==> src/rtl/serial_bus_loader_pkg.sv <==
// Shared constants for the serial bus loader and its bench.
//   - command bytes recognised in IDLE ('L' starts a load, 'G' releases the CPU)
//   - command FSM state encodings
//   - default UART bit period (27 MHz / 4 system clock at 28800 baud)
package serial_bus_loader_pkg;

  localparam int DEFAULT_CLKS_PER_BIT = 234;

  localparam logic [7:0] CMD_LOAD = 8'h4C;  // 'L'
  localparam logic [7:0] CMD_GO   = 8'h47;  // 'G'

  localparam logic [2:0] ST_IDLE    = 3'd0;
  localparam logic [2:0] ST_ADDR_HI = 3'd1;
  localparam logic [2:0] ST_ADDR_LO = 3'd2;
  localparam logic [2:0] ST_LEN     = 3'd3;
  localparam logic [2:0] ST_DATA    = 3'd4;
  localparam logic [2:0] ST_WRITE   = 3'd5;
  localparam logic [2:0] ST_CSUM    = 3'd6;

endpackage

==> src/rtl/serial_bus_loader_if.sv <==
// Bus-side signals of the serial bus loader.
//   address   bus address while the loader owns the bus (bits 18:16 always 0)
//   write_en  one-clock write strobe per loaded byte
//   data_out  write data
//   cpu_hold  high while the loader owns the bus / CPU is held
//   load_ok   last load ended with a matching checksum
//   load_err  last load ended with a checksum mismatch or framing error
// master: the loader (drives everything); slave: the consumer (top-level mux).
interface serial_bus_loader_if;
  logic [18:0] address;
  logic        write_en;
  logic [7:0]  data_out;
  logic        cpu_hold;
  logic        load_ok;
  logic        load_err;

  modport master (
    output address, write_en, data_out, cpu_hold, load_ok, load_err
  );

  modport slave (
    input address, write_en, data_out, cpu_hold, load_ok, load_err
  );
endinterface

==> src/rtl/serial_bus_loader_uart_rx.sv <==
// 8N1 UART receiver.
//   clock, reset  system clock, synchronous active-high reset
//   rx            asynchronous serial line, idle high
//   byte_valid    one-clock pulse when a byte with a good stop bit arrives
//   frame_err     one-clock pulse instead of byte_valid when the stop bit is low
//   data_byte     received byte, valid while byte_valid is high
module uart_rx
  import serial_bus_loader_pkg::*;
#(
  parameter int CLKS_PER_BIT = DEFAULT_CLKS_PER_BIT
) (
  input  logic       clock,
  input  logic       reset,
  input  logic       rx,
  output logic       byte_valid,
  output logic       frame_err,
  output logic [7:0] data_byte
);

  localparam int CW = (CLKS_PER_BIT > 2) ? $clog2(CLKS_PER_BIT) : 1;
  localparam logic [CW-1:0] FULL = CW'(CLKS_PER_BIT - 1);
  localparam logic [CW-1:0] HALF = CW'(CLKS_PER_BIT / 2 - 1);

  localparam logic [1:0] RX_IDLE  = 2'd0;
  localparam logic [1:0] RX_START = 2'd1;
  localparam logic [1:0] RX_DATA  = 2'd2;
  localparam logic [1:0] RX_STOP  = 2'd3;

  logic          rx_meta, rx_sync, rx_prev;
  logic [1:0]    state;
  logic [CW-1:0] cnt;
  logic [2:0]    bit_idx;
  logic [7:0]    shift;

  assign data_byte = shift;

  always_ff @(posedge clock) begin
    if (reset) begin
      rx_meta    <= 1'b1;
      rx_sync    <= 1'b1;
      rx_prev    <= 1'b1;
      state      <= RX_IDLE;
      cnt        <= '0;
      bit_idx    <= '0;
      shift      <= '0;
      byte_valid <= 1'b0;
      frame_err  <= 1'b0;
    end else begin
      rx_meta    <= rx;
      rx_sync    <= rx_meta;
      rx_prev    <= rx_sync;
      byte_valid <= 1'b0;
      frame_err  <= 1'b0;
      case (state)
        RX_IDLE: begin
          cnt <= '0;
          if (rx_prev && !rx_sync) state <= RX_START;
        end
        RX_START: begin
          // Mid-start-bit check: a line that is high again was a glitch.
          if (cnt == HALF) begin
            cnt     <= '0;
            bit_idx <= '0;
            state   <= rx_sync ? RX_IDLE : RX_DATA;
          end else begin
            cnt <= cnt + 1'b1;
          end
        end
        RX_DATA: begin
          if (cnt == FULL) begin
            cnt   <= '0;
            shift <= {rx_sync, shift[7:1]};  // LSB first
            if (bit_idx == 3'd7) state <= RX_STOP;
            bit_idx <= bit_idx + 3'd1;
          end else begin
            cnt <= cnt + 1'b1;
          end
        end
        default: begin  // RX_STOP
          if (cnt == FULL) begin
            cnt   <= '0;
            state <= RX_IDLE;
            if (rx_sync) byte_valid <= 1'b1;
            else         frame_err  <= 1'b1;
          end else begin
            cnt <= cnt + 1'b1;
          end
        end
      endcase
    end
  end

endmodule

==> src/rtl/serial_bus_loader.sv <==
// Serial bus loader: receives 'L' <addr_hi> <addr_lo> <len> <data...> <csum>
// over a UART and writes the data bytes to consecutive bus addresses while
// holding the CPU. 'G' in IDLE releases the CPU.
//   clock, reset  system clock, synchronous active-high reset
//   rx            UART receive line (8N1, idle high, asynchronous)
//   bus           loader bus outputs (master side of serial_bus_loader_if)
module serial_bus_loader
  import serial_bus_loader_pkg::*;
#(
  parameter int CLKS_PER_BIT = DEFAULT_CLKS_PER_BIT,
  parameter bit RESET_HOLD   = 1'b1
) (
  input  logic                clock,
  input  logic                reset,
  input  logic                rx,
  serial_bus_loader_if.master bus
);

  logic       byte_valid, frame_err;
  logic [7:0] rx_byte;

  uart_rx #(.CLKS_PER_BIT(CLKS_PER_BIT)) u_rx (
    .clock      (clock),
    .reset      (reset),
    .rx         (rx),
    .byte_valid (byte_valid),
    .frame_err  (frame_err),
    .data_byte  (rx_byte)
  );

  logic [2:0]  state;
  logic [15:0] addr;
  logic [7:0]  data_reg;
  logic [7:0]  count;
  logic [7:0]  sum;
  logic        hold, ok, err;
  logic [7:0]  csum_total;

  assign csum_total   = sum + rx_byte;

  assign bus.address  = {3'b000, addr};
  assign bus.write_en = (state == ST_WRITE);
  assign bus.data_out = data_reg;
  assign bus.cpu_hold = hold;
  assign bus.load_ok  = ok;
  assign bus.load_err = err;

  always_ff @(posedge clock) begin
    if (reset) begin
      state    <= ST_IDLE;
      addr     <= '0;
      data_reg <= '0;
      count    <= '0;
      sum      <= '0;
      hold     <= RESET_HOLD;
      ok       <= 1'b0;
      err      <= 1'b0;
    end else begin
      case (state)
        ST_IDLE: begin
          if (byte_valid) begin
            if (rx_byte == CMD_LOAD) begin
              state <= ST_ADDR_HI;
              hold  <= 1'b1;
              ok    <= 1'b0;
              err   <= 1'b0;
              sum   <= '0;
            end else if (rx_byte == CMD_GO) begin
              hold <= 1'b0;
            end
          end
        end
        ST_ADDR_HI: if (byte_valid) begin
          addr[15:8] <= rx_byte;
          state      <= ST_ADDR_LO;
        end
        ST_ADDR_LO: if (byte_valid) begin
          addr[7:0] <= rx_byte;
          state     <= ST_LEN;
        end
        ST_LEN: if (byte_valid) begin
          // 0 wraps to 255 after the first write, so it yields 256 bytes.
          count <= rx_byte;
          state <= ST_DATA;
        end
        ST_DATA: if (byte_valid) begin
          data_reg <= rx_byte;
          sum      <= sum + rx_byte;
          state    <= ST_WRITE;
        end
        ST_WRITE: begin
          addr  <= addr + 16'd1;
          count <= count - 8'd1;
          state <= (count == 8'd1) ? ST_CSUM : ST_DATA;
        end
        ST_CSUM: if (byte_valid) begin
          ok    <= (csum_total == 8'h00);
          err   <= (csum_total != 8'h00);
          state <= ST_IDLE;
        end
        default: state <= ST_IDLE;
      endcase

      // A broken frame aborts any load in progress; the CPU stays held.
      if (frame_err && state != ST_IDLE) begin
        err   <= 1'b1;
        ok    <= 1'b0;
        state <= ST_IDLE;
      end
    end
  end

endmodule

==> src/flat_wrapper.sv <==
// flat-port wrapper written by rule: the top's interface ports become plain ports
module serial_bus_loader_flat import serial_bus_loader_pkg::*;
#(
  parameter int CLKS_PER_BIT = DEFAULT_CLKS_PER_BIT,
  parameter bit RESET_HOLD   = 1'b1
)
  (clock, reset, rx, bus_address, bus_write_en, bus_data_out, bus_cpu_hold, bus_load_ok, bus_load_err);
  serial_bus_loader_if bus_i ();
  input  logic clock;
  input  logic reset;
  input  logic rx;
  output wire logic [$bits(bus_i.address)-1:0] bus_address;
  output wire logic [$bits(bus_i.write_en)-1:0] bus_write_en;
  output wire logic [$bits(bus_i.data_out)-1:0] bus_data_out;
  output wire logic [$bits(bus_i.cpu_hold)-1:0] bus_cpu_hold;
  output wire logic [$bits(bus_i.load_ok)-1:0] bus_load_ok;
  output wire logic [$bits(bus_i.load_err)-1:0] bus_load_err;
  assign bus_address = bus_i.address;
  assign bus_write_en = bus_i.write_en;
  assign bus_data_out = bus_i.data_out;
  assign bus_cpu_hold = bus_i.cpu_hold;
  assign bus_load_ok = bus_i.load_ok;
  assign bus_load_err = bus_i.load_err;
  serial_bus_loader #(.CLKS_PER_BIT(CLKS_PER_BIT), .RESET_HOLD(RESET_HOLD)) u_core (.clock(clock), .reset(reset), .rx(rx), .bus(bus_i));
endmodule
==> config.mk <==
export PLATFORM = sky130hd
export DESIGN_NAME = serial_bus_loader_flat
export DESIGN_NICKNAME = d
export VERILOG_FILES = /design/src/rtl/serial_bus_loader_pkg.sv /design/src/rtl/serial_bus_loader_if.sv /design/src/rtl/serial_bus_loader_uart_rx.sv /design/src/rtl/serial_bus_loader.sv /design/src/flat_wrapper.sv
export SDC_FILE = /design/constraint.sdc
export NUM_CORES = 1
export LEC_CHECK = 0
export CAP_MARGIN = 5
export CORE_MARGIN = 2
export CORE_UTILIZATION = 60
export DETAILED_ROUTE_END_ITERATION = 8
export PLACE_DENSITY = 0.82
export SYNTH_ARGS = -nofsm -noshare
export SYNTH_HDL_FRONTEND = slang
export SYNTH_SLANG_ARGS = --single-unit
==> constraint.sdc <==
create_clock -name clock -period 4.6 [get_ports clock]
set_input_delay 0.92 -clock clock [delete_from_list [all_inputs] [get_ports clock]]
set_output_delay 0.92 -clock clock [all_outputs]
set_load 0.1 [all_outputs]
==> qor.txt, run 1 <==
leak pwr - 1.62 nW
most numerous cell in the Yosys netlist - dfxtp_1
gpl congestion - 0.873
fillers - 506
Pre-antenna DRT Iters - 6
Slew headroom - 0.347
measured slew at the worst slew-check pin - 0.977 ns
Final min period - 3.23 ns
drt drc - 0
ratio of cells with drive above 1 in the final layout - 0.0746
pin count of the biggest net entering global routing - 62
GR Util All Layers - 0.251
top post-synthesis cells by area - dfxtp_1 (37%), nor2_1 (6.3%), ha_1 (6.2%), nand2_1 (5.0%), a21oi_1 (4.7%)
Starting Density - 0.615
main combinational cell family by area after synthesis - simple AND/OR/NAND/NOR gates
total gr overflow - 0
# Post-CTS Setup Buffers - 0
Min-Delay Path Class - reg2reg
nets - 514
antenna viol nets, final - 0
CP Data Required Time - 3.68 ns
H-Tree Depth - 3
number of port buffers - 30
RSZ-0062 raised after global routing - no
Synth async-reset ratio - 0
fin. max-slew vios - 0
Hold WS - 0.413 ns
Via Count - 3550
Post-synth EDFFs - 0
Setup crit end kind - output port
max-cap violations - 0
VDD IR max - 0.262 mV
Synth Area in Compound Gates - 0.210
IO Pins - 34
# clock sinks - 72
Cell variety after synth - 68
Power Dens Cells - 294 nW/µm²
Placed Cells - 557
HP Start - u_core.u_rx.rx_meta$_SDFF_PP1_
Post-Synth XOR/XNOR Area - 0.0204
critical path type - reg2out
syn avg cell area - 8.16 µm²
Synth Area in Simple Gates - 0.254
Data arrival, critical path - 2.31 ns
crit path launch type - register
CTS root buf - clkbuf_8
die area - 7090 µm²
largest area contributor in the netlist - dfxtp_1
worst setup path startpoint - u_core.state[2]$_SDFFE_PP0P_
hold_buf cts - 0
Tcrit/Tclk final - 0.702
final WL - 8660 µm
Sum Neg Setup Slack - 0 ns
yosys warns - 0
FP Rows - 29
Longest Clk Path Bufs - 2
mapped cell area - 3860 µm²
Post-CTS Resized - 0
CTS clk-pin slew, worst paths - 0.08 ns
Synth Register Bits - 72
Worst-Skew Late Latency - 0.35 ns
ys flop type - dfxtp_1
share of the synthesized area in the top cell type - 0.374
initial antenna violation count - 0
DRT iter0 DRCs - 265
Final Hold Viols - 0
Adder-Cell Fraction of Synth Area - 0.0668
total CTS buffers - 9
status - finished clean
die width - 84.2 µm
first-pass GRT wire length - 14700 µm
via-per-instance ratio - 6.20
RR Startpoint - u_core.u_rx.data_byte[0]$_SDFFE_PP0P_
post-synthesis mux area share - 0.0259
Core ar. - 6280 µm²
CTS tree - built
DIE HEIGHT - 84.2 µm
crit path max fanout - 23
P&R area growth vs syn - 13.3%
Setup Skew - 0.00618 ns
Post-Layout Cell Count - 573
Fmax - 310 MHz
DPL Wire Length - 5870 µm
cell count after synthesis - 473
vias in the first global route - 3314
n_diodes - 0
setup slack, reg-to-reg - 2.04 ns
register area share after synthesis - 0.374
DR WL/cell - 15.1 µm
commonest cells in the synthesized netlist - dfxtp_1 (72), nor2_1 (65), nand2_1 (51), a21oi_1 (36), o21ai_0 (21)
# setup viols final - 0
-- where the power goes --
part / switching (W) / internal (W)
Combinational: 0.0000617 / 0.0000312
Sequential: 0.00000722 / 0.000630
Clock: 0.000250 / 0.000306
Total: 0.000319 / 0.000968
-- logic make-up (layout without fill, tap and decap cells) --
logic type / count (synthesis) / after routing
other: 1 / 3
flip-flops: 72 / 72
XOR/XNOR: 9 / 9
AND/OR/NAND/NOR: 196 / 196
adder cells (fa/ha/maj): 20 / 20
AO/OA/AOI/OAI: 120 / 120
multiplexers: 10 / 10
buffers and inverters: 45 / 66
-- registers in the layout (all words and copies together) (netlist names), 2 cells and up --
signal	count
u_core.state	3
u_core.u_rx.bit_idx	3
u_core.sum	8
u_core.u_rx.data_byte	8
u_core.u_rx.state	2
u_core.u_rx.cnt	8
u_core.bus.data_out	8
u_core.addr	16
u_core.count	8
-- layout make-up --
type / count / area (µm²) / share of cell area
clock buffers: 9 / 124 / 0.0283
flip-flops and latches: 72 / 1440 / 0.330
multi-input cells: 358 / 2240 / 0.511
inverters: 17 / 63.8 / 0.0146
well taps: 77 / 96.3 / 0.0220
clock inverters: 7 / 96.3 / 0.0220
repair buffers: 33 / 315 / 0.0721
-- layer usage --
metal | up-vias | wire length [µm] | GRT usage
li1 | 1746 | - | -
met1 | 1659 | 3990 | 0.333
met2 | 119 | 3930 | 0.387
met3 | 26 | 542 | 0.0570
met4 | 0 | 193 | 0.123
met5 | - | 0 | 0
-- worst max-delay path, cell delays in order (launching register included) --
cell and delay [ns]:
dfxtp_1 0.69, nand3b_1 0.13, buf_4 0.23, inv_1 0.50, buf_4 0.41
-- final timing paths --
path / cells past startpoint / end
max: 4 / bus_write_en
min: 1 / u_core.u_rx.rx_sync$_SDFF_PP1_
max reg2reg: 7 / u_core.bus.load_err$_SDFFE_PP0P_
min reg2reg: 1 / u_core.u_rx.rx_sync$_SDFF_PP1_
-- layout by cell type (no fill, tap or decap), types with 3 or more instances in the layout --
cell,n
a211oi_1,10
a21oi_1,36
a221oi_1,7
a22oi_1,11
a31oi_1,4
and3_1,7
buf_4,4
clkbuf_8,9
clkdlybuf4s50_1,28
clkinv_4,3
conb_1,3
dfxtp_1,72
ha_1,19
inv_1,16
mux2i_1,10
nand2_1,51
nand2b_1,3
nand3_1,13
nand4_1,7
nor2_1,65
nor3_1,6
nor3b_1,5
nor4_1,6
nor4b_1,4
o21a_1,3
o21ai_0,21
o31ai_1,4
or2_2,5
xnor2_1,4
xor2_1,5
-- through the flow --
step / area [µm²] / power (W) / util / setup WS, ns
floorplan: 3870 / 0.000729 / - / 1.89
global placement: 4150 / 0.000742 / 0.662 / 1.85
detailed placement: 4150 / 0.000745 / 0.662 / 1.78
CTS: 4370 / 0.00129 / 0.697 / 1.40
global route: 4370 / 0.00133 / 0.697 / 1.18
finish: 4370 / 0.00129 / 0.697 / 1.37
Note: power is estimated with default switching activity, not from simulation.
==> inputs of run 2 (changes only) <==
--- a/config.mk
+++ b/config.mk
@@ -7,9 +7,9 @@
 export LEC_CHECK = 0
 export CAP_MARGIN = 5
 export CORE_MARGIN = 2
-export CORE_UTILIZATION = 60
+export CORE_UTILIZATION = 52
 export DETAILED_ROUTE_END_ITERATION = 8
-export PLACE_DENSITY = 0.82
+export PLACE_DENSITY = 0.76
 export SYNTH_ARGS = -nofsm -noshare
 export SYNTH_HDL_FRONTEND = slang
 export SYNTH_SLANG_ARGS = --single-unit
==> constraint.sdc (replaced) <==
create_clock -name clock -period 2.9 [get_ports clock]
set_input_delay 0.58 -clock clock [delete_from_list [all_inputs] [get_ports clock]]
set_output_delay 0.58 -clock clock [all_outputs]
set_load 0.1 [all_outputs]
==> qor.txt, run 2 (synthesized netlist as in run 1, its figures left out) <==
CP cell instances - ha_1 > a211oi_1 > nor2_1 > o311ai_1 > nor4_1 > a221oi_1 (was nand3b_1 > buf_4 > inv_1 > buf_4)
antenna viol nets, final - 0 (unchanged)
Sum Neg Setup Slack - 0 ns (unchanged)
Switch Pwr - 0.000491 W (was 0.000319 W)
Fmax - 411 MHz
CP max-delay cell - dfxtp_1 (unchanged)
# Post-CTS Setup Buffers - 0 (unchanged)
Seq pwr share - 0.481 (was 0.496)
total CTS buffers - 9 (unchanged)
gpl congestion - 1.01 (was 0.873)
CP peak stage delay - 0.58 ns (was 0.69 ns)
Power Dens Cells - 481 nW/µm² (was 294 nW/µm²)
GR Util All Layers - 0.224 (was 0.251)
leak pwr - 1.70 nW (was 1.62 nW)
HP Start - u_core.u_rx.rx_meta$_SDFF_PP1_ (unchanged)
P&R area growth vs syn - 13.5% (was 13.3%)
P_int - 0.00161 W (was 0.000968 W)
VDD IR max - 0.265 mV (was 0.262 mV)
Cell Area, Placed - 4150 µm² (about the same)
Tcrit/Tclk final - 0.839
Logic pwr share - 0.070 (was 0.072)
drt drc - 0 (unchanged)
CTS clk-pin slew, worst paths - 0.08 ns (about the same)
IO Pins - 34 (unchanged)
nets - 517 (was 514)
CP Data Required Time - 3.13 ns (was 3.68 ns)
Slew headroom - 0.499 (was 0.347)
Setup crit end kind - register (was output port)
ratio of cells with drive above 1 in the final layout - 0.133 (was 0.0746)
Starting Density - 0.535 (was 0.615)
DIE HEIGHT - 90.1 µm (was 84.2 µm)
reg2reg end - u_core.bus.load_err$_SDFFE_PP0P_ (unchanged)
die area - 8130 µm² (was 7090 µm²)
fillers - 674 (was 506)
Final Hold Viols - 0 (unchanged)
die width - 90.1 µm (was 84.2 µm)
number of port buffers - 30 (unchanged)
vias in the first global route - 3291 (was 3314)
Clk pwr share - 0.449 (was 0.432)
WHS Path Cells - 1 (unchanged)
first-pass GRT wire length - 15200 µm (was 14700 µm)
max-cap violations - 0 (unchanged)
CTS tree - built (unchanged)
DR WL/cell - 14.8 µm (was 15.1 µm)
critical path type - reg2reg (was reg2out)
DRT iter0 DRCs - 174 (was 265)
crit path max fanout - 10 (was 23)
RSZ-0062 raised after global routing - no (unchanged)
final WL - 8810 µm (was 8660 µm)
# setup viols final - 0 (unchanged)
Pre-antenna DRT Iters - 6 (unchanged)
Longest Clk Path Bufs - 2 (unchanged)
DPL Wire Length - 6100 µm (was 5870 µm)
worst hold endpoint - u_core.u_rx.rx_sync$_SDFF_PP1_ (unchanged)
most common cell after layout, fill and taps aside - dfxtp_1 (unchanged)
Worst-Skew Late Latency - 0.34 ns (was 0.35 ns)
FP Rows - 31 (was 29)
worst reg-to-reg path cell count - 6 (was 7)
total gr overflow - 0 (unchanged)
measured slew at the worst slew-check pin - 0.751 ns (was 0.977 ns)
RR Startpoint - u_core.u_rx.data_byte[1]$_SDFFE_PP0P_ (was u_core.u_rx.data_byte[0]$_SDFFE_PP0P_)
status - finished clean (unchanged)
pin count of the biggest net entering global routing - 42 (was 62)
setup slack, reg-to-reg - 0.47 ns (was 2.04 ns)
Min-Delay Path Class - reg2reg (unchanged)
Setup Skew - 0.00733 ns (was 0.00618 ns)
Via Count - 3519 (was 3550)
Post-CTS Resized - 0 (unchanged)
via-per-instance ratio - 5.89 (was 6.20)
CTS root buf - clkbuf_8 (unchanged)
n_diodes - 0 (unchanged)
Largest register FFs - 16 (unchanged)
initial antenna violation count - 0 (unchanged)
hold_buf cts - 0 (unchanged)
Data arrival, critical path - 2.67 ns (was 2.31 ns)
Core ar. - 7210 µm² (was 6280 µm²)
fin. max-slew vios - 0 (unchanged)
Final min period - 2.43 ns
H-Tree Depth - 3 (unchanged)
crit path launch type - register (unchanged)
Switching Share - 0.233 (was 0.248)
commonest non-fill, non-tap cells in the layout - dfxtp_1 (72), nor2_1 (65), nand2_1 (51), a21oi_1 (36), buf_4 (33) (was dfxtp_1 (72), nor2_1 (65), nand2_1 (51), a21oi_1 (36), clkdlybuf4s50_1 (28))
# clock sinks - 72 (unchanged)
final instance area - 4380 µm² (was 4370 µm²)
Largest Register - u_core.addr (unchanged)
run 2: worst max path at each step:
stage                     slack, ns                               end  cells after the start                             startpoint
after floorplan                0.53      u_core.addr[15]$_SDFFE_PP0P_                      6            u_core.addr[4]$_SDFFE_PP0P_
after global placement         0.63  u_core.bus.load_err$_SDFFE_PP0P_                      7  u_core.u_rx.data_byte[0]$_SDFFE_PP0P_
after detailed placement       0.48  u_core.bus.load_err$_SDFFE_PP0P_                      7  u_core.u_rx.data_byte[0]$_SDFFE_PP0P_
after CTS                      0.47  u_core.bus.load_err$_SDFFE_PP0P_                      7  u_core.u_rx.data_byte[0]$_SDFFE_PP0P_
after global routing           0.25  u_core.bus.load_err$_SDFFE_PP0P_                      7  u_core.u_rx.data_byte[0]$_SDFFE_PP0P_
final                          0.47  u_core.bus.load_err$_SDFFE_PP0P_                      6  u_core.u_rx.data_byte[1]$_SDFFE_PP0P_
run 2: area by class of cell:
type / instances / area, µm² / area share
repair buffers: 36 / 283 / 0.0646
inverters: 17 / 63.8 / 0.0146
multi-input cells: 358 / 2240 / 0.510
well taps: 99 / 124 / 0.0283
flip-flops and latches: 72 / 1440 / 0.329
clock buffers: 9 / 124 / 0.0283
clock inverters: 6 / 109 / 0.0248
run 2: power groups by stage:
stage | logic (W) | clock network [W] | registers (W)
floorplan | 0.000125 | 0 | 0.00103
global placement | 0.000142 | 0 | 0.00103
detailed placement | 0.000146 | 0 | 0.00103
CTS | 0.000147 | 0.000960 | 0.00101
global route | 0.000162 | 0.00101 | 0.00101
finish | 0.000147 | 0.000946 | 0.00101
run 2: layer usage:
metal | vias to the layer above | share of wire | track usage
li1 | 1740 | - | -
met1 | 1662 | 0.47 | 0.308
met2 | 98 | 0.46 | 0.348
met3 | 19 | 0.048 | 0.0302
met4 | 0 | 0.024 | 0.105
met5 | - | 0 | 0
run 2: worst max-delay path: cells and delay by family (launching register included):
family	cells	cell delay [ns]
flip-flops	1	0.58
AO/OA/AOI/OAI	3	1.17
adder cells (fa/ha/maj)	1	0.31
AND/OR/NAND/NOR	2	0.27
run 2: stage by stage:
step / hold WS (ns) / total power [W] / setup WS (ns) / instances / util
floorplan: 0.389 / 0.00116 / 0.526 / 475 / -
global placement: 0.393 / 0.00118 / 0.628 / 582 / 0.575
detailed placement: 0.398 / 0.00118 / 0.478 / 582 / 0.575
CTS: 0.422 / 0.00212 / 0.467 / 597 / 0.607
global route: 0.442 / 0.00218 / 0.247 / 597 / 0.607
finish: 0.414 / 0.00211 / 0.468 / 597 / 0.607
